## src/rtl/add16_pkg.sv

```systemverilog
// Shared types and constants for the two-stage 16-bit lookahead adder.
// The stage-1 record carries per-bit generate/propagate plus carry-in.
package add16_pkg;

    localparam int WIDTH    = 16;
    localparam int GROUP_W  = 4;
    localparam int N_GROUPS = 4;

    typedef struct packed {
        logic [WIDTH-1:0] g;
        logic [WIDTH-1:0] p;
        logic             cin;
    } s1_t;

endpackage

```

## src/rtl/add16_pipe_cla.sv

```systemverilog
// Four-bit carry-lookahead cell: carries C1..C4 plus group G/P.
// Used both per nibble and once across the four nibble groups.
module add16_pipe_cla (
    input  logic [3:0] g,
    input  logic [3:0] p,
    input  logic       cin,
    output logic [4:1] c,
    output logic       gg,
    output logic       pg
);

    // Flat two-level carry equations, no ripple between positions
    always_comb begin
        c[1] = g[0] | (p[0] & cin);
        c[2] = g[1] | (p[1] & g[0]) | (p[1] & p[0] & cin);
        c[3] = g[2] | (p[2] & g[1]) | (p[2] & p[1] & g[0])
             | (p[2] & p[1] & p[0] & cin);
        c[4] = g[3] | (p[3] & g[2]) | (p[3] & p[2] & g[1])
             | (p[3] & p[2] & p[1] & g[0])
             | (p[3] & p[2] & p[1] & p[0] & cin);
        gg   = g[3] | (p[3] & g[2]) | (p[3] & p[2] & g[1])
             | (p[3] & p[2] & p[1] & g[0]);
        pg   = &p;
    end

endmodule

```

## src/rtl/add16_pipe.sv

```systemverilog
// Two-stage pipelined 16-bit adder with valid/ready flow control.
// Stage 1 holds g/p/cin; stage 2 resolves carries into the output register.
module add16_pipe
    import add16_pkg::*;
#(
    parameter int WIDTH = 16
) (
    input  logic             clk,
    input  logic             rst_n,
    input  logic             in_valid,
    output logic             in_ready,
    input  logic [WIDTH-1:0] in_a,
    input  logic [WIDTH-1:0] in_b,
    input  logic             in_cin,
    output logic             out_valid,
    input  logic             out_ready,
    output logic [WIDTH-1:0] out_sum,
    output logic             out_cout,
    output logic             out_ovf
);

    s1_t              s1_q, s1_d;
    logic             s1_vld_q, s1_vld_d;
    logic             out_vld_q, out_vld_d;
    logic [WIDTH-1:0] sum_q, sum_d;
    logic             cout_q, cout_d;
    logic             ovf_q, ovf_d;

    logic             s2_load;
    logic             in_xfer;

    logic [N_GROUPS-1:0]       nib_g;
    logic [N_GROUPS-1:0]       nib_p;
    logic [N_GROUPS-1:0]       nib_cin;
    logic [N_GROUPS-1:0][4:1]  nib_c;
    logic [4:1]                grp_c;
    logic                      grp_g;
    logic                      grp_p;
    logic [WIDTH-1:0]          carry;
    logic [WIDTH-1:0]          sum_comb;
    logic                      cout_comb;
    logic                      ovf_comb;
    logic                      unused_carries;

    // Nibble-level lookahead over the registered g/p
    for (genvar k = 0; k < N_GROUPS; k++) begin : g_nib
        add16_pipe_cla u_nib (
            .g   (s1_q.g[k*GROUP_W +: GROUP_W]),
            .p   (s1_q.p[k*GROUP_W +: GROUP_W]),
            .cin (nib_cin[k]),
            .c   (nib_c[k]),
            .gg  (nib_g[k]),
            .pg  (nib_p[k])
        );
    end

    // Second level: nibble carry-ins from group G/P and cin
    add16_pipe_cla u_grp (
        .g   (nib_g),
        .p   (nib_p),
        .cin (s1_q.cin),
        .c   (grp_c),
        .gg  (grp_g),
        .pg  (grp_p)
    );

    // Carry vector, sum and flags; carries out of nibbles come from u_grp
    always_comb begin
        nib_cin = {grp_c[3:1], s1_q.cin};
        carry   = '0;
        for (int k = 0; k < N_GROUPS; k++) begin
            carry[k*GROUP_W]           = nib_cin[k];
            carry[k*GROUP_W+1 +: 3]    = nib_c[k][3:1];
        end
        sum_comb  = s1_q.p ^ carry;
        cout_comb = grp_c[4];
        ovf_comb  = carry[WIDTH-1] ^ grp_c[4];
        unused_carries = ^{nib_c[0][4], nib_c[1][4], nib_c[2][4],
                           nib_c[3][4], grp_g, grp_p};
    end

    // Handshake and next-state: each stage loads when its successor frees
    always_comb begin
        s2_load   = s1_vld_q & (~out_vld_q | out_ready);
        in_ready  = rst_n & (~s1_vld_q | s2_load);
        in_xfer   = in_valid & in_ready;

        s1_vld_d  = in_xfer | (s1_vld_q & ~s2_load);
        s1_d      = s1_q;
        if (in_xfer) begin
            s1_d.g   = in_a & in_b;
            s1_d.p   = in_a ^ in_b;
            s1_d.cin = in_cin;
        end

        out_vld_d = s2_load | (out_vld_q & ~out_ready);
        sum_d     = sum_q;
        cout_d    = cout_q;
        ovf_d     = ovf_q;
        if (s2_load) begin
            sum_d  = sum_comb;
            cout_d = cout_comb;
            ovf_d  = ovf_comb;
        end
    end

    // All pipeline state; synchronous active-low reset flushes everything
    always_ff @(posedge clk) begin
        if (!rst_n) begin
            s1_q      <= '0;
            s1_vld_q  <= 1'b0;
            out_vld_q <= 1'b0;
            sum_q     <= '0;
            cout_q    <= 1'b0;
            ovf_q     <= 1'b0;
        end else begin
            s1_q      <= s1_d;
            s1_vld_q  <= s1_vld_d;
            out_vld_q <= out_vld_d;
            sum_q     <= sum_d;
            cout_q    <= cout_d;
            ovf_q     <= ovf_d;
        end
    end

    assign out_valid = out_vld_q;
    assign out_sum   = sum_q;
    assign out_cout  = cout_q;
    assign out_ovf   = ovf_q;

endmodule

```

## config.mk

```make
export PLATFORM = sky130hd
export DESIGN_NAME = add16_pipe
export DESIGN_NICKNAME = d
export VERILOG_FILES = /design/src/rtl/add16_pkg.sv /design/src/rtl/add16_pipe_cla.sv /design/src/rtl/add16_pipe.sv
export SDC_FILE = /design/constraint.sdc
export NUM_CORES = 1
export LEC_CHECK = 0
export CAP_MARGIN = 20
export CELL_PAD_IN_SITES_DETAIL_PLACEMENT = 0
export CELL_PAD_IN_SITES_GLOBAL_PLACEMENT = 2
export CORE_UTILIZATION = 29
export CTS_CLUSTER_DIAMETER = 60
export DETAILED_ROUTE_END_ITERATION = 16
export PLACE_DENSITY = 0.82
export SLEW_MARGIN = 20
export SYNTH_ARGS = -nofsm -noshare
export SYNTH_HDL_FRONTEND = slang
export SYNTH_SLANG_ARGS = --single-unit
```

## constraint.sdc

```tcl
create_clock -name clk -period 2.4 [get_ports clk]
set_input_delay 0.36 -clock clk [delete_from_list [all_inputs] [get_ports clk]]
set_output_delay 0.36 -clock clk [all_outputs]
set_load 0.005 [all_outputs]
```

### After elaboration in Yosys (flattened, before gate mapping)

Cells that the tools add are included.
Widths: inputs -> output; s select.

* bitwise logic cells: 135
* reductions and logical operators: 4

Operator list (count)
* $and 1x1->1: 77
* $or 1x1->1: 50
* $xor 16x16->16: 2
* $and 16x16->16: 1
* $reduce_and 4->1: 4
* $not 1->1: 4
* $xor 1x1->1: 1

* logic and storage cells: 147
* input bits: 37
* register bits after elaboration: 53

### Longest topological paths before layout

Gate-level depths: netlist of the first run.

* depth in word-level cells: 11
* gate-level depth with buffers: 9
* depth with buffers taken out: 9

### Hierarchy

Synthesis of the first run repeated with hierarchy kept, for this count alone.

* cells, all modules: 298
* area total of the unflattened synthesis: 2703.8 µm²

Modules (own cells, without submodules)
* add16_pipe: area each 2403.6 µm², seq. area each 1061.0 µm², cells each 248, times used 1
* add16_pipe_cla: area each 60.1 µm², seq. area each 0.0 µm², cells each 10, times used 5

### Least setup slack after synthesis of the first run

No wires, ideal clock.

* path kind: flip-flop to flip-flop
* from: reg s1_q, in the netlist carry[0]
* to: reg sum_q[9], in the netlist out_sum[9]
* path buffers: 0
* slack: 0.738 ns
* setup time: 0.128 ns
* data required time: 2.272 ns
* clock period less this slack: 1.662 ns
* cell stages (with the launch flop): 10
* arrival: 1.535 ns
* path through: dfxtp_1 > a211oi_2 > o21bai_2 > o21ai_2 > o21ai_0 > ha_1 > nor2_1 > xnor2_1 > mux2i_1 > nor2_1

* word-level cells in the longest chain between the ends: 5

RTL lines
* start: declaration: RTL line add16_pipe.sv:22 `s1_t s1_q, s1_d;`
* start signal: assignment: RTL line add16_pipe.sv:110 `s1_q <= '0;`
* start signal: assignment: RTL line add16_pipe.sv:117 `s1_q <= s1_d;`
* $and 1x1->1: RTL line add16_pipe_cla.sv:15 `c[2] = g[1] | (p[1] & g[0]) | (p[1] & p[0] & cin);`
* $or 1x1->1: RTL line add16_pipe_cla.sv:15
* $and 1x1->1: RTL line add16_pipe_cla.sv:14 `c[1] = g[0] | (p[0] & cin);`
* $or 1x1->1: RTL line add16_pipe_cla.sv:14
* $xor 16x16->16: RTL line add16_pipe.sv:75 `sum_comb = s1_q.p ^ carry;`
* end signal: assignment: RTL line add16_pipe.sv:120 `sum_q <= sum_d;`
* end: declaration: RTL line add16_pipe.sv:25 `logic [WIDTH-1:0] sum_q, sum_d;`

No other way between the ends.
A chain may end at the register's enable or synchronous reset.

### Final worst setup path of the first run

* from: in rst_n
* to: out in_ready

* word-level cells in the longest chain between the ends: 1

RTL lines
* start: declaration: RTL line add16_pipe.sv:9 `input logic rst_n,`
* $and 1x1->1: RTL line add16_pipe.sv:85 `in_ready = rst_n & (~s1_vld_q | s2_load);`
* end: declaration: RTL line add16_pipe.sv:11 `output logic in_ready,`

No other way between the ends.

==> implementation parameters, run 1 <==
Parameter                              Value

Detailed routing
  Antenna Violating Nets Remaining ... 0
  Drt wl/cell ... 12.1 microns
  Aggregate routed wire length ... 5600 microns
  Via count normalized by instance count ... 4.64
  Remaining DRCs ... 0
  DRT iter0 DRCs ... 70
  Vias after detailed routing ... 2138
  Total iterations of the first detailed-routing run ... 4

Worst setup path
  CP Data Arrival Time ... 1.64 ns
  Kind of critical path ... in2out
  Cell class contributing the biggest share of worst-path delay ... buffers and inverters
  Cell-by-cell trace of the critical path ... clkdlybuf4s50_1, clkinv_1, a21oi_1, clkdlybuf4s50_1
  Worst reg-to-reg path cell count ... 9
  Number of gates on the worst path with buffers counted ... 4
  Max FO, Critical Path ... 2
  Setup crit end kind ... output pin
  Critical path required time ... 2.04 ns
  Slowest cell on crit path ... clkdlybuf4s50_1
  WP buf/inv ... 3
  Crit-path max cell delay ... 0.53 ns
  Most common cell type on the critical path ... clkdlybuf4s50_1
  Category of the worst setup path launch point ... input port

Placement
  Dpl cell area ... 3150 sq um
  Number of cells after detailed placement ... 453
  Port bufs ... 56
  DP HPWL ... 4030 microns
  Gpl congestion ... 0.814

Floorplan
  Die Wd ... 94.8 microns
  Initial Util ... 30.1%
  Placeable core region ... 8300 sq um
  Number of placed I/O pins ... 57
  Floorplan die height ... 94.8 microns
  Die area ... 9000 sq um
  Number of placement rows ... 33

CTS
  Clock root buffer master ... clkbuf_8
  Clk pin slew, worst setup/hold paths ... 0.09 ns
  TritonCTS clock tree ... done
  Number of H-tree levels ... 2
  Post-CTS resize count ... 0
  Total clock sinks ... 53
  Number of buffers on the longest clock path ... 2
  # Post-CTS Setup Buffers ... 0
  Clock insertion delay at the later pin of the skew report ... 0.31 ns
  Number of hold-repair buffers added at the cts stage ... 0
  TritonCTS buffer count ... 5

Synth
  Multiplexer area fraction after synthesis ... 2.45%
  Yosys Warn Count ... 0
  #FFs+latches synth ... 53
  Synth Flop Type ... dfxtp_1
  Post-Synth Adder-Cell Area ... 10.0%
  Combinational family with the most area after synthesis ... simple AND/OR/NAND/NOR gates
  Number of flops mapped to enable cells by yosys ... 0
  Number of nets produced by synthesis ... 360
  Combined area of all synthesized cells ... 2500 sq um
  Sequential-to-total area share from yosys stat ... 42.4%
  Synth Area per Inst ... 8.25 sq um
  Post-Synth Simple-Gate Area ... 19.6%
  Cells after synthesis ... 303
  Xor/xnor cell area share of the yosys netlist ... 2.45%
  Async set or reset register ratio after synthesis ... 0%
  Number of distinct library cells after synthesis ... 40
  Post-synthesis compound-gate area fraction ... 19.4%

STA
  Final count of hold timing violations ... 0
  Tcrit/Tclk final ... 83.4%
  Slew margin rel. ... 71.2%
  Unrepaired setup endpoints after global routing ... no
  Actual transition at the worst max-transition pin ... 0.433 ns
  Slew Viols, Final ... 0
  Final worst path period need ... 2.00 ns
  Worst clock skew ... 0.0105 ns
  Post-Route Setup TNS ... 0 ns
  Max Fclk ... 0.499 GHz
  Setup violators final ... 0

Cells and area
  Synthesis-to-layout area growth ... 30.3%
  Non-Filler Instances ... 461
  Post-Route Utilization ... 39.3%
  Commonest non-fill, non-tap cell in the layout ... nand2_1
  Most frequent cells in the layout ... 79 x nand2_1, 56 x clkdlybuf4s50_1, 53 x dfxtp_1
  Total number of nets in the final design ... 413
  Layout cells sized above 1 ... 5.90%
  Ant diodes ... 0
  Area of all placed cells without fillers ... 3260 sq um

Pwr
  Cell internal pwr ... 1.33 mW
  Max IR drop VDD ... 0.000182 V
  Post-layout power ... 1.81 mW
  Static leakage ... 1.22 nW
  Switching power as a share of total power ... 26.5%
  Share of power burned in the clock network ... 28.6%
  Combinational Power Share ... 16.8%
  Power per standard cell area ... 555 nW/um^2
  Sequential group share of total power ... 54.6%
  Psw ... 0.478 mW

GRT
  Remaining Overflow, GRT ... 0
  Pin count of the biggest net entering global routing ... 67
  Vias in the first global route ... 1958
  Number of antenna violations at the first check in global routing ... 0
  First-pass GRT wire length ... 9430 microns
  Global Route Usage Sum ... 13.4%

Run status
  Run status ... completed

Job
  Number of max-cap violations ... 0

Min path
  Worst hold path class ... reg2reg
  Worst Hold Depth ... 2
per-stage QoR:
stage,hold slack [ns],setup WS (ns)
3_3_place_gp,0.443,0.126
5_1_grt,0.480,0.264
6_report,0.454,0.397
2_1_floorplan,0.431,0.738
4_1_cts,0.461,0.361
3_5_place_dp,0.448,0.0355
cell usage after synthesis (all sizes together) (2+ instances only):
library cell | instances | area share [%]
nand2 | 80 | 12
dfxtp | 53 | 42
o21ai | 42 | 8.7
nor2 | 21 | 3.2
ha | 20 | 10
a21oi | 19 | 3.8
clkbuf | 9 | 1.4
buf | 6 | 1.5
xnor2 | 6 | 2.1
mux2i | 5 | 2.0
o31ai | 5 | 1.5
inv | 4 | 0.60
nand3 | 4 | 0.80
a211oi | 3 | 1.1
a21boi | 2 | 0.60
a21o | 2 | 0.60
a31oi | 2 | 0.50
nand4b | 2 | 0.70
nor2b | 2 | 0.50
nor4 | 2 | 1.1
o311ai | 2 | 0.70
final cells by class:
class	instances	area (sq um)
multi-input cells	230	1350
fillers	889	5040
flip-flops and latches	53	1060
clock buffers	7	86.3
well taps	105	131
inverters	5	18.8
repair buffers	61	611
worst min-delay path: cells and delay by family (launching register included):
family	cells	cell delay (ns)
compound gates	1	0.05
flops	1	0.32
simple gates	1	0.05
worst paths after layout:
path	slack (ns)	to	start
setup / recovery	0.40	in_ready	rst_n
hold / removal	0.45	out_sum[3]	out_sum[3]
setup reg to reg	0.48	out_sum[9]	s1_q[6]
hold reg to reg	0.45	out_sum[3]	out_sum[3]
cells by family after synthesis:
family                   after synthesis
AO/OA/AOI/OAI                         81
XOR/XNOR                               7
AND/OR/NAND/NOR                      116
flip-flops                            53
buffers and inverters                 20
multiplexers                           6
adder cells (fa/ha/maj)               20
routing by layer:
layer / wire (microns) / GRT usage [%]
met5: 0 / 0
met4: 62 / 5.30
met3: 189 / 1.85
met2: 2300 / 18.5
met1: 3050 / 20.6
registers in the layout, summed over array words and instances, names as in the netlist:
| name | flops |
|---|---|
| s1_q | 32 |
| s1_vld_q | 1 |
| out_sum | 16 |
| carry | 1 |
| out_cout | 1 |
| out_valid | 1 |
| out_ovf | 1 |
power groups by stage:
stage | logic [mW] | clock network [mW] | registers (mW)
4_1_cts | 0.304 | 0.530 | 0.987
3_5_place_dp | 0.301 | 0 | 1.01
2_1_floorplan | 0.163 | 0 | 0.995
5_1_grt | 0.347 | 0.558 | 0.995
3_3_place_gp | 0.301 | 0 | 1.01
6_report | 0.305 | 0.517 | 0.986
No activity file was read; power rests on OpenSTA's default activity.
==> run 2: changes to the inputs <==
Clock period 2.4 ns to 2.05 ns, I/O delays scaled along.
==> run 2 against run 1 <==
Core utilization up 0.32 points; highest routed layer unchanged; register-to-register slack worse by 0.28 ns; combinational power up 19%; global-route usage is 0.19 points lower; largest power group unchanged; hold slack improved by 0.0033 ns; power is 19% higher; design area rose by 0.81%; critical endpoint unchanged; die area unchanged; sequential share of layout area fell by 0.26 points; sequential power rose by 17%; critical path depth stayed put; clock skew shrank 0.0041 ns.
==> implementation parameters, run 2 (same netlist as run 1, synthesis figures left out) <==
Parameter                              Value

Floorplan
  Placeable core region ... 8300 sq um (unchanged)
  Floorplan die height ... 94.8 microns (unchanged)
  Number of placement rows ... 33 (unchanged)
  Initial Util ... 30.1% (unchanged)
  Number of placed I/O pins ... 57 (unchanged)
  Die Wd ... 94.8 microns (unchanged)
  Die area ... 9000 sq um (unchanged)

Detailed routing
  Via count normalized by instance count ... 4.68 (+1.0%)
  Total iterations of the first detailed-routing run ... 4 (unchanged)
  Remaining DRCs ... 0 (unchanged)
  Drt wl/cell ... 12.1 microns (about the same)
  Aggregate routed wire length ... 5620 microns (+0.48%)
  DRT iter0 DRCs ... 66 (-5.7%)
  Vias after detailed routing ... 2169 (+1.4%)
  Antenna Violating Nets Remaining ... 0 (unchanged)

Pwr
  Switching power as a share of total power ... 25.8% (-0.65 points)
  Psw ... 0.555 mW (+16%)
  Static leakage ... 1.24 nW (+1.3%)
  Max IR drop VDD ... 0.000242 V (+33%)
  Combinational Power Share ... 16.9% (about the same)
  Sequential group share of total power ... 53.6% (-1.0 points)
  Share of power burned in the clock network ... 29.5% (+0.9 points)
  Cell internal pwr ... 1.60 mW (+20%)
  Power per standard cell area ... 655 nW/um^2 (+18%)

Placement
  Port bufs ... 56 (unchanged)
  Worst setup slack before clock tree synthesis ... 0.189 ns (+0.153 ns)
  Gpl congestion ... 0.799 (-1.9%)
  DP HPWL ... 4120 microns (+2.1%)
  Number of cells after detailed placement ... 455 (+0.44%)

STA
  Slew Viols, Final ... 0 (unchanged)
  Unrepaired setup endpoints after global routing ... no
  Worst clock skew ... 0.00639 ns (-0.00412 ns)
  Worst setup margin ... 0.186 ns (-0.212 ns)
  Actual transition at the worst max-transition pin ... 0.409 ns (-0.0239 ns)
  Setup violators final ... 0 (unchanged)
  Max Fclk ... 0.536 GHz
  Post-Route Setup TNS ... 0 ns (unchanged)
  Slew margin rel. ... 72.7% (+1.6 points)
  Worst hold slack after final layout ... 0.457 ns (+0.00329 ns)
  Final worst path period need ... 1.86 ns
  Final count of hold timing violations ... 0 (unchanged)
  Tcrit/Tclk final ... 90.9%

Cells and area
  Total number of nets in the final design ... 414 (+0.24%)
  Post-Route Utilization ... 39.6% (+0.32 points)
  Layout cells sized above 1 ... 6.98% (+1.1 points)
  FF/Latch Area ... 1060 sq um (unchanged)
  Filler Cells Inserted ... 870 (-2.1%)
  Synthesis-to-layout area growth ... 31.4%
  Commonest non-fill, non-tap cell in the layout ... nand2_1
  Multi-input combinational cell area ... 1350 sq um (+0.28%)
  Ant diodes ... 0 (unchanged)
  Most frequent cells in the layout ... 79 x nand2_1, 56 x clkdlybuf4s50_1, 53 x dfxtp_1
  Number of flip-flops under the largest register name ... 32 (unchanged)
  Register with the most flip-flops ... s1_q
  Non-Filler Instances ... 463 (+0.43%)

CTS
  Clk pin slew, worst setup/hold paths ... 0.09 ns (about the same)
  Clock root buffer master ... clkbuf_8
  Number of buffers on the longest clock path ... 2 (unchanged)
  TritonCTS buffer count ... 5 (unchanged)
  Clock insertion delay at the later pin of the skew report ... 0.30 ns (about the same)
  Total clock sinks ... 53 (unchanged)
  Number of hold-repair buffers added at the cts stage ... 0 (unchanged)
  Number of H-tree levels ... 2 (unchanged)
  # Post-CTS Setup Buffers ... 0 (unchanged)
  TritonCTS clock tree ... done

Worst setup path
  Most common cell type on the critical path ... clkdlybuf4s50_1
  Max FO, Critical Path ... 5 (+3)
  Critical path required time ... 1.74 ns (-0.30 ns)
  Kind of critical path ... in2out
  CP Data Arrival Time ... 1.56 ns (-0.08 ns)
  Slowest cell on crit path ... clkdlybuf4s50_1
  WP buf/inv ... 2 (-1)
  Cell-by-cell trace of the critical path ... clkdlybuf4s50_1, nor2b_1, a21oi_1, clkdlybuf4s50_1
  Category of the worst setup path launch point ... input port
  Cell class contributing the biggest share of worst-path delay ... buffers and inverters
  Reg-to-reg slack, setup ... 0.20 ns (-0.28 ns)
  Crit-path max cell delay ... 0.45 ns (-0.08 ns)
  Setup crit end kind ... output pin

Min path
  Worst hold path class ... reg2reg

GRT
  Remaining Overflow, GRT ... 0 (unchanged)
  Vias in the first global route ... 1853 (-5.4%)
  First-pass GRT wire length ... 9340 microns (-1.0%)
  Number of antenna violations at the first check in global routing ... 0 (unchanged)
  Pin count of the biggest net entering global routing ... 67 (unchanged)
  Global Route Usage Sum ... 13.3% (-0.19 points)

Job
  Number of max-cap violations ... 0 (unchanged)

Run status
  Run status ... completed
## run 2: changes by cell type in the layout (fill, tap and decap cells not counted)
cell | before | now
a21oi_1 | 19 | 18
a21oi_2 | 0 | 1
clkbuf_1 | 1 | 0
clkinv_2 | 0 | 1
clkbuf_8 | 6 | 7
buf_4 | 4 | 5
## run 2: power by group through the flow
stage | Clock [mW] | Combinational [mW] | Sequential, mW
after CTS | 0.660 | 0.366 | 1.15
after detailed placement | 0 | 0.363 | 1.18
after global placement | 0 | 0.363 | 1.18
after global routing | 0.701 | 0.410 | 1.16
final | 0.635 | 0.363 | 1.15
after floorplan | 0 | 0.190 | 1.17
## run 2: worst register-to-register path, cell delays in order, from the launching register on
cell	delay, ns
dfxtp_1	0.35
a211oi_2	0.29
o21bai_2	0.18
o21ai_2	0.22
o21ai_0	0.12
ha_1	0.21
nor2_1	0.11
xnor2_1	0.08
mux2i_1	0.13
nor2_1	0.05
## run 2: layout make-up
class	count	share of cell area (%)
clock buffer	7	2.93
clock inverter	1	0.152
inverter	5	0.571
multi-input combinational	230	41.2
sequential	53	32.3
tap	105	4.00
timing repair buffer	62	18.8
## run 2: final timing paths
path              startpoint         end  depth (start not counted)
setup / recovery   out_ready    in_ready                          4
hold / removal    out_sum[8]  out_sum[8]                          2
setup reg to reg    carry[0]  out_sum[9]                          9
hold reg to reg   out_sum[8]  out_sum[8]                          2
## run 2: repair_timing
item	in CTS	in global routing
endpoints found under the setup margin	0	1
endpoints found under the hold margin	0	0
gates resized for setup	0	1
## run 2: per-layer routing
layer  global-route usage, %  wire length (microns)
met5                       0                      0
met4                    5.30                    102
met3                    1.69                    158
met2                    17.6                   2230
met1                    20.9                   3130
## run 2: metrics by stage
stage          total power [mW]  instance area (sq um)
2_1_floorplan              1.36                   2500
3_3_place_gp               1.54                   3180
3_5_place_dp               1.54                   3180
4_1_cts                    2.18                   3280
5_1_grt                    2.27                   3280
6_report                   2.15                   3280
